File: config.mk
export PLATFORM = sky130hd
export DESIGN_NAME = display_ctrl
export DESIGN_NICKNAME = d
export VERILOG_FILES = /design/src/rtl/display_ctrl.sv
export SDC_FILE = /design/constraint.sdc
export NUM_CORES = 1
export LEC_CHECK = 0
export ABC_AREA = 1
export BUFFER_PORTS_ARGS = -buffer_cell sky130_fd_sc_hd__buf_2
export CAP_MARGIN = 10
export CORE_ASPECT_RATIO = 0.9
export CORE_MARGIN = 5
export CORE_UTILIZATION = 40
export CTS_CLUSTER_DIAMETER = 80
export CTS_CLUSTER_SIZE = 12
export DETAILED_ROUTE_END_ITERATION = 10
export GPL_TIMING_DRIVEN = 0
export PLACE_DENSITY_LB_ADDON = 0.25
export SLEW_MARGIN = 20
export SYNTH_ARGS = -nofsm -noshare
export SYNTH_HDL_FRONTEND = slang
export SYNTH_SLANG_ARGS = --single-unit
export TNS_END_PERCENT = 20
File: constraint.sdc
create_clock -name clk -period 3.3 [get_ports clk]
set_input_delay 0.165 -clock clk [delete_from_list [all_inputs] [get_ports clk]]
set_output_delay 0.165 -clock clk [all_outputs]
set_load 0.005 [all_outputs]
File: src/rtl/display_ctrl.sv
// display_ctrl: four-digit multiplexed display scanner.
// A free-running prescaler produces one slot of REFRESH_DIV clocks per digit.
// seg_sel selects the digit (00 S_lo, 01 S_hi, 10 R_lo, 11 R_hi), and anode/dp
// light that digit. All outputs are registered and update on the same edge.
// Optional macro DISP_GHOST_BLANK_EN: after each digit advance, the anodes are
// held dark for BLANK_CYCLES clocks to suppress ghosting.
// Ports:
//   clk       system clock, rising edge
//   reset     synchronous active-high reset
//   digit_en  per-digit enable (bit i = digit i may light)
//   dp_in     per-digit decimal point request
//   seg_sel   current digit index for the downstream nibble mux
//   anode     active-low digit enables (one-hot-low or all high)
//   dp        active-low decimal point for the lit digit
//   tick      one-cycle pulse in the last prescaler cycle of each slot
module display_ctrl #(
   parameter int unsigned REFRESH_DIV  = 50000,
   parameter int unsigned BLANK_CYCLES = 1000
) (
   input  logic       clk,
   input  logic       reset,
   input  logic [3:0] digit_en,
   input  logic [3:0] dp_in,
   output logic [1:0] seg_sel,
   output logic [3:0] anode,
   output logic       dp,
   output logic       tick
);

   localparam int unsigned PW = $clog2(REFRESH_DIV);
   localparam logic [PW-1:0] PRE_TICK = PW'(REFRESH_DIV - 2);

   // Elaboration-time parameter range check
   if (REFRESH_DIV < 4 || REFRESH_DIV > (1 << 20)) begin : g_bad_div
      $error("display_ctrl: REFRESH_DIV out of range");
   end

   logic [PW-1:0] presc;
   logic [1:0]    sel_next_c;

   function automatic logic [3:0] lit_anode(input logic [1:0] sel, input logic [3:0] en);
      return ~((4'b0001 << sel) & en);
   endfunction

   function automatic logic lit_dp(input logic [1:0] sel, input logic [3:0] en,
                                   input logic [3:0] dpi);
      return ~(dpi[sel] & en[sel]);
   endfunction

   // Prescaler; tick is registered one count early so it is high exactly while
   // the prescaler holds REFRESH_DIV-1, which makes it double as the wrap flag.
   always_ff @(posedge clk) begin
      if (reset) begin
         presc <= '0;
         tick  <= 1'b0;
      end else begin
         presc <= tick ? '0 : presc + PW'(1);
         tick  <= (presc == PRE_TICK);
      end
   end

   // Digit index after the current edge
   always_comb begin
      sel_next_c = seg_sel;
      if (tick) sel_next_c = seg_sel + 2'd1;
   end

`ifdef DISP_GHOST_BLANK_EN
   if (BLANK_CYCLES < 1 || BLANK_CYCLES > REFRESH_DIV - 2) begin : g_bad_blank
      $error("display_ctrl: BLANK_CYCLES out of range");
   end

   localparam int unsigned BW = $clog2(BLANK_CYCLES + 1);

   typedef enum logic {SHOW, BLANK} state_t;

   state_t        state;
   logic [BW-1:0] bcnt;

   // Scan FSM. BLANK always ends before the next tick, so seg_sel is stable
   // for the whole dark interval and the lit value uses the new digit.
   always_ff @(posedge clk) begin
      if (reset) begin
         state   <= SHOW;
         bcnt    <= '0;
         seg_sel <= 2'b00;
         anode   <= 4'b1111;
         dp      <= 1'b1;
      end else begin
         seg_sel <= sel_next_c;
         case (state)
            SHOW: begin
               if (tick) begin
                  state <= BLANK;
                  bcnt  <= BW'(BLANK_CYCLES - 1);
                  anode <= 4'b1111;
                  dp    <= 1'b1;
               end else begin
                  anode <= lit_anode(seg_sel, digit_en);
                  dp    <= lit_dp(seg_sel, digit_en, dp_in);
               end
            end
            BLANK: begin
               if (bcnt == '0) begin
                  state <= SHOW;
                  anode <= lit_anode(seg_sel, digit_en);
                  dp    <= lit_dp(seg_sel, digit_en, dp_in);
               end else begin
                  bcnt  <= bcnt - BW'(1);
                  anode <= 4'b1111;
                  dp    <= 1'b1;
               end
            end
            default: begin
               state <= SHOW;
               anode <= 4'b1111;
               dp    <= 1'b1;
            end
         endcase
      end
   end
`else
   // Direct scan: the lit value always follows the next digit index
   always_ff @(posedge clk) begin
      if (reset) begin
         seg_sel <= 2'b00;
         anode   <= 4'b1111;
         dp      <= 1'b1;
      end else begin
         seg_sel <= sel_next_c;
         anode   <= lit_anode(sel_next_c, digit_en);
         dp      <= lit_dp(sel_next_c, digit_en, dp_in);
      end
   end
`endif

endmodule
* After elaboration in Yosys (flattened, before gate mapping)
Index checks and enable logic that the tools add are counted.
** Storage, ports and cells
- ROM bits :: 0
- Bits of input ports :: 10
- Memories :: 0
- Output and inout bits :: 8
- Logic and storage cells :: 20
- Flip-flop bits (word level) :: 24
- Bits in latches :: 0
- Bits in writable memories :: 0
** Cells by class
- Multiply operators :: 0
- Reduce and logical (&&, ||, !) cells :: 1
- Equal/unequal tests :: 1
- Multiplexer cells :: 5
- Shift-type cells :: 1
- Magnitude comparators :: 1
- Add/sub/neg operators :: 2
- Bitwise gates (word level) :: 4
- Divide/modulo/power cells :: 0
** Operator list (count)
- $add 16x1->16 const B :: 1
- $eq 16x16->1 const B :: 1
- $and 4x4->4 :: 1
- $bmux 1 s2 :: 2
- $not 4->4 :: 1
- $shl 1x2->4 const A :: 1
- $lt 2x3->1 const B :: 1
- $add 2x1->2 const B :: 1
- $mux 1 :: 2
- $mux 2 :: 1
- $reduce_or 2->1 :: 1
- $and 1x1->1 :: 1
- $not 1->1 :: 1

* Longest topological paths before layout
- Depth after elaboration :: 6
- Gate-level depth with buffers :: 8
- Depth with buffers taken out :: 8

* Worst setup path before layout
Ideal clock, no wire load.
- Path type :: register -> register
- Start :: register presc[0]
- End :: register presc[10]
- Library setup time :: 0.116 ns
- Slack :: 2.135 ns
- Data required time :: 3.184 ns
- Arrival time :: 1.049 ns
- Path buffers :: 0
- Stages on the path, launching flop included :: 7
- Period minus slack after synthesis :: 1.165 ns
- Path through :: dfxtp_1 > ha_1 > nand3_2 > nor2_4 > nand2_1 > o21ai_1 > a21oi_1
** Between the ends
- Cells in the longest elaborated chain, start to end :: 1
** RTL lines
- from (decl) :: line 38 : logic [PW-1:0] presc;
- from (signal assigned) :: line 57 : presc <= tick ? '0 : presc + PW'(1);
- $add 16x1->16 :: line 57
Every way passes these cells.
A chain may end at the register's enable or synchronous reset.

* Final worst setup path
Ends and elaborated chain as after synthesis.

==> results.yml <==
timing:
  whs_ps: 41.9
  fmax_mhz: 737
  finalMaxSlewViolations: 0
  worstMarginPinSlew_ps: 269
  max_slew_margin: 0.820
  fin_crit_sh: 0.411
  setup_viol: 0
  hold_viol: 0
  skew_ps: 7.13
  min_period_ps: 1360
  setup_tns_ps: 0
  rsz0062_at_grt: "no"
power_and_ir_drop:
  p_leak_nw: 0.589
  p_per_area_nw_per_um2: 386
  ir_drop_mv: 0.253
  p_total_mw: 0.533
clocking:
  clock_tree.root_cell: "clkbuf_4"
  cts_resized: 0
  cts_tree: "done"
  numCtsBuffers: 3
  clk_latency_ps: 320
  cts_hold_buf: 0
  clockBufferDepth: 2
  cts_sinks: 24
  htree_levels: 1
  cts.clk_slew.worst_paths_ps: 130
  cts_setup_buffers: 0
global_routing:
  grt_pass1_vias: 1041
  antenna_found_initial: 0
  grt_max_degree: 15
  grt_pass1_wl_mm: 4.38
  grtUsageTotal: 0.142
  grt_overflow_total: 0
placed_design:
  dp_hpwl_mm: 1.95
  port_buffers: 17
  place_congestion: 0.855
  place_area_sq_um: 1330
setup_path:
  criticalPathCategory: "reg2reg"
  crit_path_start_kind: "flop"
  rr_endpoint: "presc[10]"
  ff2ff_setup_slack_ps: 1940
  worstRegToRegCells: 6
  timing.rr.start: "presc[0]"
  cp.required_ps: 3520
  cp_data_arrival_time_ps: 1580
  endpoint_kind: "flop"
  path_max_fanout: 6
die:
  die_area_sq_um: 4180
  coreArea_sq_um: 2820
  start_util: 0.424
  dieHeight_microns: 61.9
  num_rows: 18
  die_w_microns: 67.6
  ios: 18
detailed_routing:
  drcViolationCount: 0
  antenna_left: 0
  totalWireLength_mm: 2.51
  vias: 1090
  firstDrtPassIters: 4
  first_iter_violations: 35
  post_drt_wl_per_cell_microns: 11.2
  routed_via_density: 4.84
synth:
  synth_cells: 164
  synth_nets: 176
  syn_area_sq_um: 1190
  avgSynthCellArea_sq_um: 7.29
  synth.yosys.seq_area_share: 0.402
  synth_cell_types: 23
  synth-seq-cells: 24
  yosys_warnings: 0
flow_run:
  max_cap_viol_count: 0
cells_and_area:
  design_area_sq_um: 1380
  layout_commonest_cell: "nand2_1"
  fillers: 280
  syn_to_final_growth_pct: 15.7
  antennaDiodeCount: 0
  layout-drive-gt1-share: 0.232
  nets: 198
  layout_common_cells: "nand2_1, dfxtp_1, inv_1"
  finish.utilization: 0.491
min_path:
  whs_path_depth: 2
  min_from: "digit_en[2]"
  whs_endpoint: "anode[2]"
  hold_class: "in2reg"
status:
  status: "finished clean"
## logic make-up (layout without fill, tap and decap cells)
family	after synthesis	count (layout)	share of synthesized area
XOR/XNOR	1	1	0.00733
flip-flops	24	24	0.402
adder cells (fa/ha/maj)	2	2	0.0209
AO/OA/AOI/OAI	14	14	0.0681
buffers and inverters	25	46	0.0806
AND/OR/NAND/NOR	98	98	0.421
## worst max-delay path: stages (launching register included)
cell and delay, ps:
dfxtp_1 410, ha_1 240, nand3_2 130, nor2_4 190
nand2_1 100, o21ai_1 130, a21oi_1 50
## area by class of cell
cell class              count  area, sq um  share of cell area
multi-input cells         115          618               0.447
flip-flops and latches     24          480               0.348
clock buffers               3         22.5              0.0163
well taps                  40         50.0              0.0362
repair buffers             17         85.1              0.0615
inverters                  25         96.3              0.0697
clock inverters             1         30.0              0.0217
## where the power goes
group | switching, mW | internal [mW] | total, mW
Clock | 0.0878 | 0.123 | 0.211
Sequential | 0.00385 | 0.294 | 0.298
Combinational | 0.0142 | 0.0107 | 0.0249
Total | 0.106 | 0.427 | 0.533
## Yosys cell counts
library cell  number  area share
a21oi_1            6       0.025
nand2_4            3       0.028
nand3_1           12       0.050
nor3_1             5       0.021
xor2_1             1      0.0073
inv_1             22       0.069
o21ai_0            1      0.0042
nand3_2            4       0.034
nor2_2             2       0.010
dfxtp_1           24        0.40
a21oi_2            1      0.0073
nand2_1           36        0.11
nor2_1            20       0.063
nand4_1            6       0.031
nor2_4             4       0.038
nand2_2            5       0.026
ha_1               2       0.021
inv_4              1      0.0052
o21ai_1            3       0.013
nand3b_1           1      0.0063
o21bai_1           2       0.013
inv_2              2      0.0063
a211oi_1           1      0.0063
## flip-flops by register name, indices dropped and copies added, names as in the netlist
register and cells:
presc 16, anode 4, seg_sel 2, dp 1
tick 1
## per-stage QoR
step | cells | setup slack, ps
2_1_floorplan | 164 | 2140
3_3_place_gp | 221 | 2020
3_5_place_dp | 221 | 1970
4_1_cts | 225 | 1930
5_1_grt | 225 | 1780
6_report | 225 | 1940
## how the worst max path moves through the flow
stage	slack (ps)	cells after the start	end	from
after floorplan	2140	6	presc[10]	presc[0]
after CTS	1930	6	presc[10]	presc[0]
after global placement	2020	6	presc[12]	presc[0]
after detailed placement	1970	6	presc[12]	presc[0]
after global routing	1780	6	presc[12]	presc[0]
final	1940	6	presc[10]	presc[0]
## layer usage
layer	global-route usage	share of wire
met1	0.165	0.44
met2	0.243	0.49
met3	0.0432	0.047
met4	0.0607	0.017
met5	0	0
(Power assumes the default switching activity.)
